**src/rtl/i2s_rx_master.sv**
```systemverilog
// rtl/i2s_rx_master.sv - I2S receive master
// Generates SCLK/LRCK from CLK and assembles Philips-format stereo frames.
module i2s_rx_master #(
  parameter int RESOLUTION = 24,
  parameter int SLOT_BITS  = 32,
  parameter int SCLK_DIV   = 4
) (
  input  logic                  CLK,
  input  logic                  RST,
  input  logic                  EN,
  input  logic                  data_in,
  output logic                  SCLK,
  output logic                  LRCK,
  output logic [RESOLUTION-1:0] sample_L,
  output logic [RESOLUTION-1:0] sample_R,
  output logic                  sample_valid,
  input  logic                  sample_ready,
  output logic                  overrun,
  output logic                  busy
);

  localparam int BW = $clog2(2 * SLOT_BITS);
  localparam int DW = (SCLK_DIV > 1) ? $clog2(SCLK_DIV) : 1;

  typedef logic [BW-1:0] bit_t;
  typedef logic [DW-1:0] div_t;

  localparam bit_t FRAME_LAST = bit_t'(2 * SLOT_BITS - 1);
  localparam bit_t SLOT_START = bit_t'(SLOT_BITS);
  localparam bit_t L_LAST     = bit_t'(RESOLUTION);
  localparam bit_t R_FIRST    = bit_t'(SLOT_BITS + 1);
  localparam bit_t R_LAST     = bit_t'(SLOT_BITS + RESOLUTION);
  localparam div_t DIV_LAST   = div_t'(SCLK_DIV - 1);

  typedef enum logic [1:0] {
    IDLE = 2'd0,
    RUN  = 2'd1,
    STOP = 2'd2
  } state_t;

  state_t                state;
  div_t                  div_cnt;
  bit_t                  bit_cnt;
  logic [RESOLUTION-1:0] shift_L;
  logic [RESOLUTION-1:0] shift_R;

  logic                  tick;
  logic                  rise_ev;
  logic                  fall_ev;
  logic                  cap_l;
  logic                  cap_r;
  logic                  complete;
  bit_t                  bit_next;
  logic [RESOLUTION-1:0] shift_l_next;
  logic [RESOLUTION-1:0] shift_r_next;

  always_comb begin
    tick         = (state != IDLE) && (div_cnt == DIV_LAST);
    rise_ev      = tick && !SCLK;
    fall_ev      = tick && SCLK;
    bit_next     = (bit_cnt == FRAME_LAST) ? '0 : bit_cnt + 1'b1;
    // Slot bit 0 is the I2S one-bit delay; bits past RESOLUTION are ignored.
    cap_l        = rise_ev && (bit_cnt != '0) && (bit_cnt <= L_LAST);
    cap_r        = rise_ev && (bit_cnt >= R_FIRST) && (bit_cnt <= R_LAST);
    complete     = rise_ev && (bit_cnt == R_LAST);
    shift_l_next = (shift_L << 1) | {{(RESOLUTION-1){1'b0}}, data_in};
    shift_r_next = (shift_R << 1) | {{(RESOLUTION-1){1'b0}}, data_in};
  end

  always_ff @(posedge CLK or posedge RST) begin
    if (RST) begin
      state        <= IDLE;
      div_cnt      <= '0;
      bit_cnt      <= '0;
      shift_L      <= '0;
      shift_R      <= '0;
      SCLK         <= 1'b0;
      LRCK         <= 1'b0;
      sample_L     <= '0;
      sample_R     <= '0;
      sample_valid <= 1'b0;
      overrun      <= 1'b0;
      busy         <= 1'b0;
    end else begin
      // The completing pair uses the bit captured in this very cycle.
      if (complete) begin
        if (!sample_valid || sample_ready) begin
          sample_L     <= shift_L;
          sample_R     <= shift_r_next;
          sample_valid <= 1'b1;
        end else begin
          overrun <= 1'b1;
        end
      end else if (sample_valid && sample_ready) begin
        sample_valid <= 1'b0;
      end

      if (cap_l) shift_L <= shift_l_next;
      if (cap_r) shift_R <= shift_r_next;

      case (state)
        IDLE: begin
          div_cnt <= '0;
          bit_cnt <= '0;
          SCLK    <= 1'b0;
          LRCK    <= 1'b0;
          if (EN) begin
            state   <= RUN;
            busy    <= 1'b1;
            overrun <= 1'b0;
          end
        end
        RUN, STOP: begin
          state <= EN ? RUN : STOP;
          if (tick) begin
            div_cnt <= '0;
            SCLK    <= !SCLK;
          end else begin
            div_cnt <= div_cnt + 1'b1;
          end
          if (fall_ev) begin
            bit_cnt <= bit_next;
            LRCK    <= (bit_next >= SLOT_START);
            // A stop only takes effect on the frame wrap, so SCLK ends low.
            if (state == STOP && !EN && bit_next == '0) begin
              state <= IDLE;
              busy  <= 1'b0;
            end
          end
        end
        default: begin
          state <= IDLE;
          busy  <= 1'b0;
        end
      endcase
    end
  end

endmodule
```
**config.mk**
```make
export PLATFORM = sky130hd
export DESIGN_NAME = i2s_rx_master
export DESIGN_NICKNAME = d
export VERILOG_FILES = /design/src/rtl/i2s_rx_master.sv
export SDC_FILE = /design/constraint.sdc
export NUM_CORES = 1
export LEC_CHECK = 0
export CAP_MARGIN = 20
export CORE_UTILIZATION = 45
export CTS_CLUSTER_SIZE = 24
export DETAILED_ROUTE_END_ITERATION = 16
export GPL_ROUTABILITY_DRIVEN = 1
export GPL_TIMING_DRIVEN = 1
export HOLD_SLACK_MARGIN = 0.12
export PLACE_DENSITY = 0.8
export REMOVE_ABC_BUFFERS = 1
export SETUP_SLACK_MARGIN = 0.02
export SLEW_MARGIN = 5
export SYNTH_ARGS = -nofsm -noshare
export SYNTH_HDL_FRONTEND = slang
export SYNTH_SLANG_ARGS = --single-unit
```
**constraint.sdc**
```tcl
create_clock -name CLK -period 3.5 [get_ports CLK]
set_clock_uncertainty 0.05 [all_clocks]
set_input_delay 0.7 -clock CLK [delete_from_list [all_inputs] [get_ports CLK]]
set_output_delay 0.7 -clock CLK [all_outputs]
set_load 0.005 [all_outputs]
```
## Word-level counts from Yosys, hierarchy flattened

Index checks and enable logic that the tools add are counted.

| storage, ports and cells | value |
|---|---|
| word-level logic and storage cells | 82 |
| latch bits | 0 |
| output and inout port bits | 53 |
| bits of input ports | 5 |
| memories | 0 |
| RAM bits | 0 |
| bits in registers | 110 |
| ROM bits | 0 |

| cells by class | value |
|---|---|
| multiplexer cells | 25 |
| bitwise logic cells | 2 |
| $mul | 0 |
| divide/modulo/power cells | 0 |
| equal/unequal tests | 10 |
| order comparisons | 4 |
| reductions and logical operators | 27 |
| $add $sub $neg | 2 |
| shift operators | 0 |

Operators by type and width:

| kind | count |
|---|---|
| $or A24 B1 Y24 | 2 |
| $eq A6 B6 Y1 const B | 2 |
| $ge A6 B6 Y1 const B | 2 |
| $mux W1 | 12 |
| $mux W6 | 2 |
| $pmux W6 S2 | 1 |
| $logic_and A1 B1 Y1 | 11 |
| $mux W2 | 5 |
| $ne A2 B2 Y1 const B | 4 |
| $pmux W2 S2 | 2 |
| $reduce_and A2 Y1 | 4 |
| $add A6 B1 Y6 const B | 1 |
| $le A6 B5 Y1 const B | 1 |
| $le A6 B6 Y1 const B | 1 |
| $logic_not A6 Y1 | 1 |
| $pmux W1 S2 | 3 |
| $reduce_bool A2 Y1 | 3 |
| $reduce_bool A6 Y1 | 1 |
| $eq A2 B2 Y1 const B | 2 |
| $logic_not A1 Y1 | 3 |
| $reduce_and A3 Y1 | 1 |
| $add A2 B1 Y2 const B | 1 |
| $eq A2 B1 Y1 const B | 1 |
| $logic_not A2 Y1 | 1 |
| other kinds (3) | 3 |

## Depth between registers and ports, before layout

Gate-level depths: netlist of the first run.

| depth | value |
|---|---|
| depth after elaboration | 7 |
| gate-level depth with buffers | 8 |

## Least setup slack after synthesis of the first run

OpenSTA, ideal clock, no wires.

| path | value |
|---|---|
| path kind | reg-to-reg |
| from | reg bit_cnt[0] |
| to | reg shift_L[0] |
| data required time | 3.325 ns |
| stages on the path, launching flop included | 8 |
| path slack | 1.292 ns |
| period minus slack after synthesis | 2.208 ns |
| arrival time | 2.034 ns |
| path through | dfrtp_1 buf_6 inv_1 ha_1 or3b_2 o211ai_2 buf_2 mux2_2 |

| on the way | value |
|---|---|
| word-level cells in the longest chain between the ends | 3 |

RTL lines:

| what | line | text |
|---|---|---|
| start: declaration | 43 | `bit_t bit_cnt;` |
| start signal: assignment | 122 | `bit_cnt <= bit_next;` |
| parallel branches: the longest is 2 deep, another holds $le A6 B5 Y1 | n/a |  |
| $logic_and A1 B1 Y1 (*) | 63 | `cap_l = rise_ev && (bit_cnt != '0) && (bit_cnt <= L_LAST);` |
| end signal: assignment | 98 | `if (cap_l) shift_L <= shift_l_next;` |
| end: declaration | 44 | `logic [RESOLUTION-1:0] shift_L;` |

Mark *: on every way between the ends.
A chain may end at the register's enable or synchronous reset.

## Worst setup path in the final report of the first run

| path | value |
|---|---|
| from | reg state[1] |
| to | reg sample_L[22] |

| on the way | value |
|---|---|
| word-level cells in the longest chain between the ends | 5 |

RTL lines:

| what | line | text |
|---|---|---|
| start: declaration | 41 | `state_t state;` |
| start signal: assignment | 114 | `state <= EN ? RUN : STOP;` |
| $reduce_bool A2 Y1 | 58 | `tick = (state != IDLE) && (div_cnt == DIV_LAST);` |
| $logic_and A1 B1 Y1 | 58 |  |
| $logic_and A1 B1 Y1 | 59 | `rise_ev = tick && !SCLK;` |
| $logic_and A1 B1 Y1 | 65 | `complete = rise_ev && (bit_cnt == R_LAST);` |
| $reduce_and A2 Y1 (no source line) | n/a |  |
| end signal: assignment | 88 | `sample_L <= shift_L;` |
| end: declaration | 14 | `output logic [RESOLUTION-1:0] sample_L,` |

Every way passes these cells.

==> results of run 1 <==
-- final timing paths --
path,from,endpoint,depth (start not counted)
min in group asynchronous,RST,shift_L[0],2
max in group asynchronous,RST,shift_L[22],3
max,state[1],sample_L[22],7
min,LRCK,LRCK,1
max reg2reg,state[1],sample_L[22],7
min reg2reg,LRCK,LRCK,1
-- final cells by class --
cell class                      instances  area, µm²  area share, %
Sequential cell                       110       2753          49.61
Clock buffer                           11      141.4          2.548
Tap cell                              133      166.4          2.999
Multi-Input combinational cell        171       1780          32.09
Timing Repair Buffer                   62      620.6          11.18
Inverter                               11      43.79         0.7892
Clock inverter                          3      43.79         0.7892
-- report_power, final --
group / switching [mW] / internal [mW]
Clock: 0.396 / 0.345
Combinational: 0.176 / 0.114
Sequential: 0.0359 / 1.31
Total: 0.608 / 1.77
-- sequential cells by signal, indices dropped and copies added (netlist names), 2 cells and up --
signal,flops
sample_L,24
bit_cnt,6
sample_R,24
shift_R,23
state,2
div_cnt,2
shift_L,24
-- worst reg2reg max path, cell delays in order (launching register included) --
cell       delay [ps]
dfrtp_1           390
inv_1              70
ha_1              270
nand4bb_1         300
nor3_4            290
nand2_2           440
buf_12            360
mux2_4            330
-- cell families (layout without fill, tap and decap cells) --
| group | count (synthesis) | in the layout | synth area share [%] |
|---|---|---|---|
| AND/OR/NAND/NOR | 36 | 36 | 4.629 |
| AO/OA/AOI/OAI | 29 | 29 | 4.549 |
| buffers and inverters | 26 | 87 | 3.671 |
| multiplexers | 95 | 95 | 25.94 |
| XOR/XNOR | 3 | 3 | 0.5588 |
| flip-flops | 110 | 110 | 58.53 |
| adder cells (fa/ha/maj) | 8 | 8 | 2.128 |
-- placed cells by master, fill, tap and decap left out, types with 2 or more instances in the layout --
master	n
nand4_1	2
a22o_1	2
o31ai_1	2
buf_4	4
dfrtp_1	110
xnor2_1	3
o22ai_1	2
mux2_2	55
ha_1	8
o21ai_0	4
a21o_1	2
a31oi_1	3
nand2b_1	3
nor2b_1	3
nand2_1	10
clkbuf_8	10
mux2_4	40
clkdlybuf4s50_1	57
nand3_1	5
a21oi_1	6
nor3_1	2
inv_1	10
-- cells in the mapped netlist --
library cell,number
dfrtp_1,110
mux2_2,55
mux2_4,40
inv_1,11
nand2_1,11
ha_1,8
a21oi_1,6
nand3_1,5
buf_2,4
buf_6,4
o21ai_0,4
a31oi_1,3
clkbuf_1,3
nand2b_1,3
nor2b_1,3
xnor2_1,3
a21o_1,2
a22o_1,2
buf_12,2
buf_4,2
nand4_1,2
nor3_1,2
o22ai_1,2
o31ai_1,2
a21boi_0,1
a311o_4,1
a31o_2,1
a32o_1,1
and3_1,1
and4b_1,1
nand4bb_1,1
nor2_1,1
nor3_4,1
nor3b_1,1
nor4bb_1,1
o211ai_1,1
o211ai_2,1
o22a_2,1
o41ai_1,1
or3_1,1
or3_4,1
or3b_2,1
-- routing by layer --
layer	vias up	share of wire (%)	GRT usage (%)
met5	-	0	0
met4	0	0.93	4.898
met3	6	3.9	4.323
met2	49	47	22.86
met1	1307	48	20.99
li1	1205	-	-
-- per-stage QoR --
step | hold slack (ps) | TNS [ps] | util, % | setup slack (ps)
after global routing | 485.1 | 0 | 55.74 | 692.1
after CTS | 459.3 | 0 | 55.74 | 878.8
after global placement | 422.8 | 0 | 53.88 | 926.3
after floorplan | 407.0 | -16750 | - | -152.3
final | 455.0 | 0 | 55.74 | 907.4
after detailed placement | 428.5 | 0 | 53.88 | 849.1
==> out/metrics.cfg, run 1 <==
[detailed_routing]
drtPass1Iterations=4
via_per_inst=5.124
drc_errors=0
ant_nets=0
wirelength_mm=7.721
drt_iter0_markers=89
wl_per_cell_um=15.41
vias=2567

[clocking]
ctsHoldBuffers=0
cts_buffer_depth=2
clk_latency_ps=360
clk_pin_slew_worst_paths_ps=90
cts_made_buffers=9
clock_sinks=110
cts_resized=0
cts-root-buf=clkbuf_8
cts_tree=built
postCtsSetupBuffers=0
htree_num_levels=3

[sta]
fin_crit_sh_pct=74.07
setup_violations=0
rsz0062_at_grt=false
finalCriticalPeriod_ps=2593
drv_slew=0
hold_viol_final=0
max_slew_margin_pct=42.42
tightest_slew_ps=863.7
fmax_ghz=0.3857

[place]
dpl.cell_count=487
portBuffers=57
dpl_cell_area_um2=5364
gp_congestion=0.7380
hpwl_mm=5.209

[min_path]
hold_path_class=flop to flop

[pwr]
peakVddDrop_mv=0.2564
power_per_cell_area_nw_per_um2=427.7
p_leak_nw=2.798
total_power_mw=2.373

[floorplan]
num_rows=36
core-area_um2=9955
start_util_pct=47.25
num_io_pins=58
die_h_um=104.2
dieArea_um2=10860
die_x_um=104.2

[global_routing]
antenna_found_initial=0
grt_use_total_pct=15.12
first_global_vias=2563
grt_overflow=0
grt_max_degree=74
grt_pass1_wl_mm=12.99

[flow_run]
drv_cap=0

[logic_synthesis]
yosysWarningCount=0
ys_ff_latch=110
yosysSeqAreaShare_pct=58.53
netlist-cell-type-count=42
yosysTopAreaCell=dfrtp_1
syn-cell-area_um2=4703
syn_avg_cell_area_um2=15.32
synth.top_cell.area_share_pct=58.53
syn_inst=307
synth_area_leaders=dfrtp_1 (59%), mux2_2 (13%), mux2_4 (13%)

[cells_and_area]
syn2layout_area_growth_pct=17.98
n_fill_cell=800
num_antenna_cells=0
fin_area_um2=5549
nets=378
layout.cells.non_filler=501
drive_gt1_share_pct=33.15

[setup_path]
critical-path-max-stage-delay_ps=440
arrival_ps=2790
cp_slowest_cell=nand2_2
crit_required_ps=3700
cpLargestDelayFamily=simple AND/OR/NAND/NOR gates
crit_chain=inv_1 > ha_1 > nand4bb_1 > nor3_4 > nand2_2 > buf_12 > mux2_4
end_kind=flop
worstPathMaxFanout=25
worst-r2r-setup-slack_ps=910
cp-start-kind=flop
crit_buf_inv=2
critPathKind=flop to flop

[run_status]
status=complete, no violations

Note: power is estimated with default switching activity, not from simulation.
==> run 2, diff against run 1 <==
--- a/config.mk
+++ b/config.mk
@@ -12,7 +12,7 @@
 export GPL_ROUTABILITY_DRIVEN = 1
 export GPL_TIMING_DRIVEN = 1
 export HOLD_SLACK_MARGIN = 0.12
-export PLACE_DENSITY = 0.8
+export PLACE_DENSITY = 0.78
 export REMOVE_ABC_BUFFERS = 1
 export SETUP_SLACK_MARGIN = 0.02
 export SLEW_MARGIN = 5
==> constraint.sdc (replaced) <==
create_clock -name CLK -period 2.7 [get_ports CLK]
set_clock_uncertainty 0.05 [all_clocks]
set_input_delay 0.54 -clock CLK [delete_from_list [all_inputs] [get_ports CLK]]
set_output_delay 0.54 -clock CLK [all_outputs]
set_load 0.005 [all_outputs]
==> run 2 against run 1 <==
  * Final cell count increased by 0.20%
  * Fmax is 4.3% higher
  * Core utilization grew 0.11 points
  * Cell area grew 0.20%
  * Count of clock-buffer cells in the layout down 1
  * Sequential power increased by 30%
  * Largest power group unchanged
  * Register-to-register slack lost 690 ps
  * Worst setup slack got worse by 690 ps
  * Hold slack worse by 9.5 ps
  * Via count barely moved
  * Routed wire length is 2.3% lower
==> out/metrics.cfg, run 2 (synthesis gave the netlist of run 1 again) <==
[run_status]
status=complete, no violations

[clocking]
cts_buffer_depth=2
clock_sinks=110
clk_latency_ps=360
ctsHoldBuffers=0
clk_pin_slew_worst_paths_ps=100
postCtsSetupBuffers=0
cts_tree=built
cts-root-buf=clkbuf_8
htree_num_levels=3
cts_made_buffers=9
cts_resized=0

[floorplan]
dieArea_um2=10860
core-area_um2=9955
die_x_um=104.2
num_rows=36
die_h_um=104.2
start_util_pct=47.25
num_io_pins=58

[sta]
tightest_slew_ps=544.1
drv_slew=0
tns_ps=0
fin_crit_sh_pct=92.10
finalCriticalPeriod_ps=2487
max_slew_margin_pct=63.23
setup_violations=0
rsz0062_at_grt=false
fin_ws_ps=213.4
hold_viol_final=0
fmax_ghz=0.4022

[setup_path]
crit_buf_inv=1
crit_required_ps=2900
critPathKind=flop to flop
end_kind=flop
cp-start-kind=flop
cp_slowest_cell=dfrtp_1
crit_chain=inv_1 > ha_1 > or3b_2 > nor3_1 > a311o_4 > mux2_2
critical-path-max-stage-delay_ps=490
arrival_ps=2690
worstPathMaxFanout=23
cpLargestDelayFamily=simple AND/OR/NAND/NOR gates

[cells_and_area]
nets=377
syn2layout_area_growth_pct=18.22
layout.cells.non_filler=502
top_regs=sample_L x24, sample_R x24, shift_L x24
final_core_util_pct=55.86
n_fill_cell=789
most-common-layout-cells=dfrtp_1 (110), clkdlybuf4s50_1 (57), mux2_2 (55), mux2_4 (40)
final_common_cell=dfrtp_1
num_antenna_cells=0
drive_gt1_share_pct=33.33

[detailed_routing]
via_per_inst=5.112
ant_nets=0
drc_errors=0
drt_iter0_markers=105
drtPass1Iterations=4
vias=2566
wl_per_cell_um=15.03
wirelength_mm=7.545

[pwr]
power_per_cell_area_nw_per_um2=546.2
peakVddDrop_mv=0.4436
p_leak_nw=2.800

[global_routing]
first_global_vias=2689
grt_use_met1_pct=20.67
met3_usage_pct=3.759
antenna_found_initial=0
globalRoute.busiestLayer=met2
grt_overflow=0
grt_pass1_wl_mm=13.35
grt_use_total_pct=15.60
use_met2_pct=24.76
grt_max_degree=49

[place]
hpwl_mm=5.218
preCtsSetupSlack_ps=224.3
dpl.cell_count=486
portBuffers=57
gp_congestion=0.8363

[flow_run]
drv_cap=0

[min_path]
hold_path_class=flop to flop

==> run 2: stage by stage <==
step | hold slack, ps | cell area [µm²] | power, mW
floorplan | 407.0 | 4572 | 2.032
finish | 445.5 | 5560 | 3.037
global route | 465.7 | 5560 | 3.194
detailed placement | 423.6 | 5381 | 2.155
CTS | 451.2 | 5560 | 3.081
global placement | 420.9 | 5381 | 2.133
==> run 2: per-layer routing <==
metal	routed length, µm	part of all wire [%]	up-vias
met5	0	0	-
met4	123	1.6	0
met3	251	3.3	8
met2	3662	49	46
met1	3508	46	1307
li1	-	-	1205
==> run 2: worst reg2reg max path: stages, from the launching register on <==
cell	delay (ps)
dfrtp_1	490
inv_1	120
ha_1	170
or3b_2	470
nor3_1	220
a311o_4	470
mux2_2	410
==> run 2: final cells by class <==
cell class	count	area, µm²	share of cell area (%)
inverters	11	43.79	0.7876
clock inverters	6	51.30	0.9226
multi-input cells	171	1780	32.02
repair buffers	61	638.1	11.48
flip-flops and latches	110	2753	49.50
clock buffers	10	127.6	2.295
well taps	133	166.4	2.993
==> run 2: report_power, final <==
part           switching, mW  internal, mW
logic                  0.235         0.152
registers             0.0460          1.69
clock network          0.558         0.353
total                  0.839          2.20
==> run 2: worst paths after layout <==
| check | slack, ps | to | cells past startpoint | start |
|---|---|---|---|---|
| max | 210 | shift_R[5] | 6 | bit_cnt[1] |
| min in group asynchronous | 460 | shift_L[8] | 2 | RST |
| min reg2reg | 450 | LRCK | 1 | LRCK |
| min | 450 | LRCK | 1 | LRCK |
| max reg2reg | 210 | shift_R[5] | 6 | bit_cnt[1] |
| max in group asynchronous | 1580 | shift_R[4] | 3 | RST |
==> run 3, diff against run 2 <==
--- a/config.mk
+++ b/config.mk
@@ -19,3 +19,4 @@
 export SYNTH_ARGS = -nofsm -noshare
 export SYNTH_HDL_FRONTEND = slang
 export SYNTH_SLANG_ARGS = --single-unit
+export TNS_END_PERCENT = 30
==> results of run 3 <==
No change in the layout: final DEF, timing and power equal those of run 2.
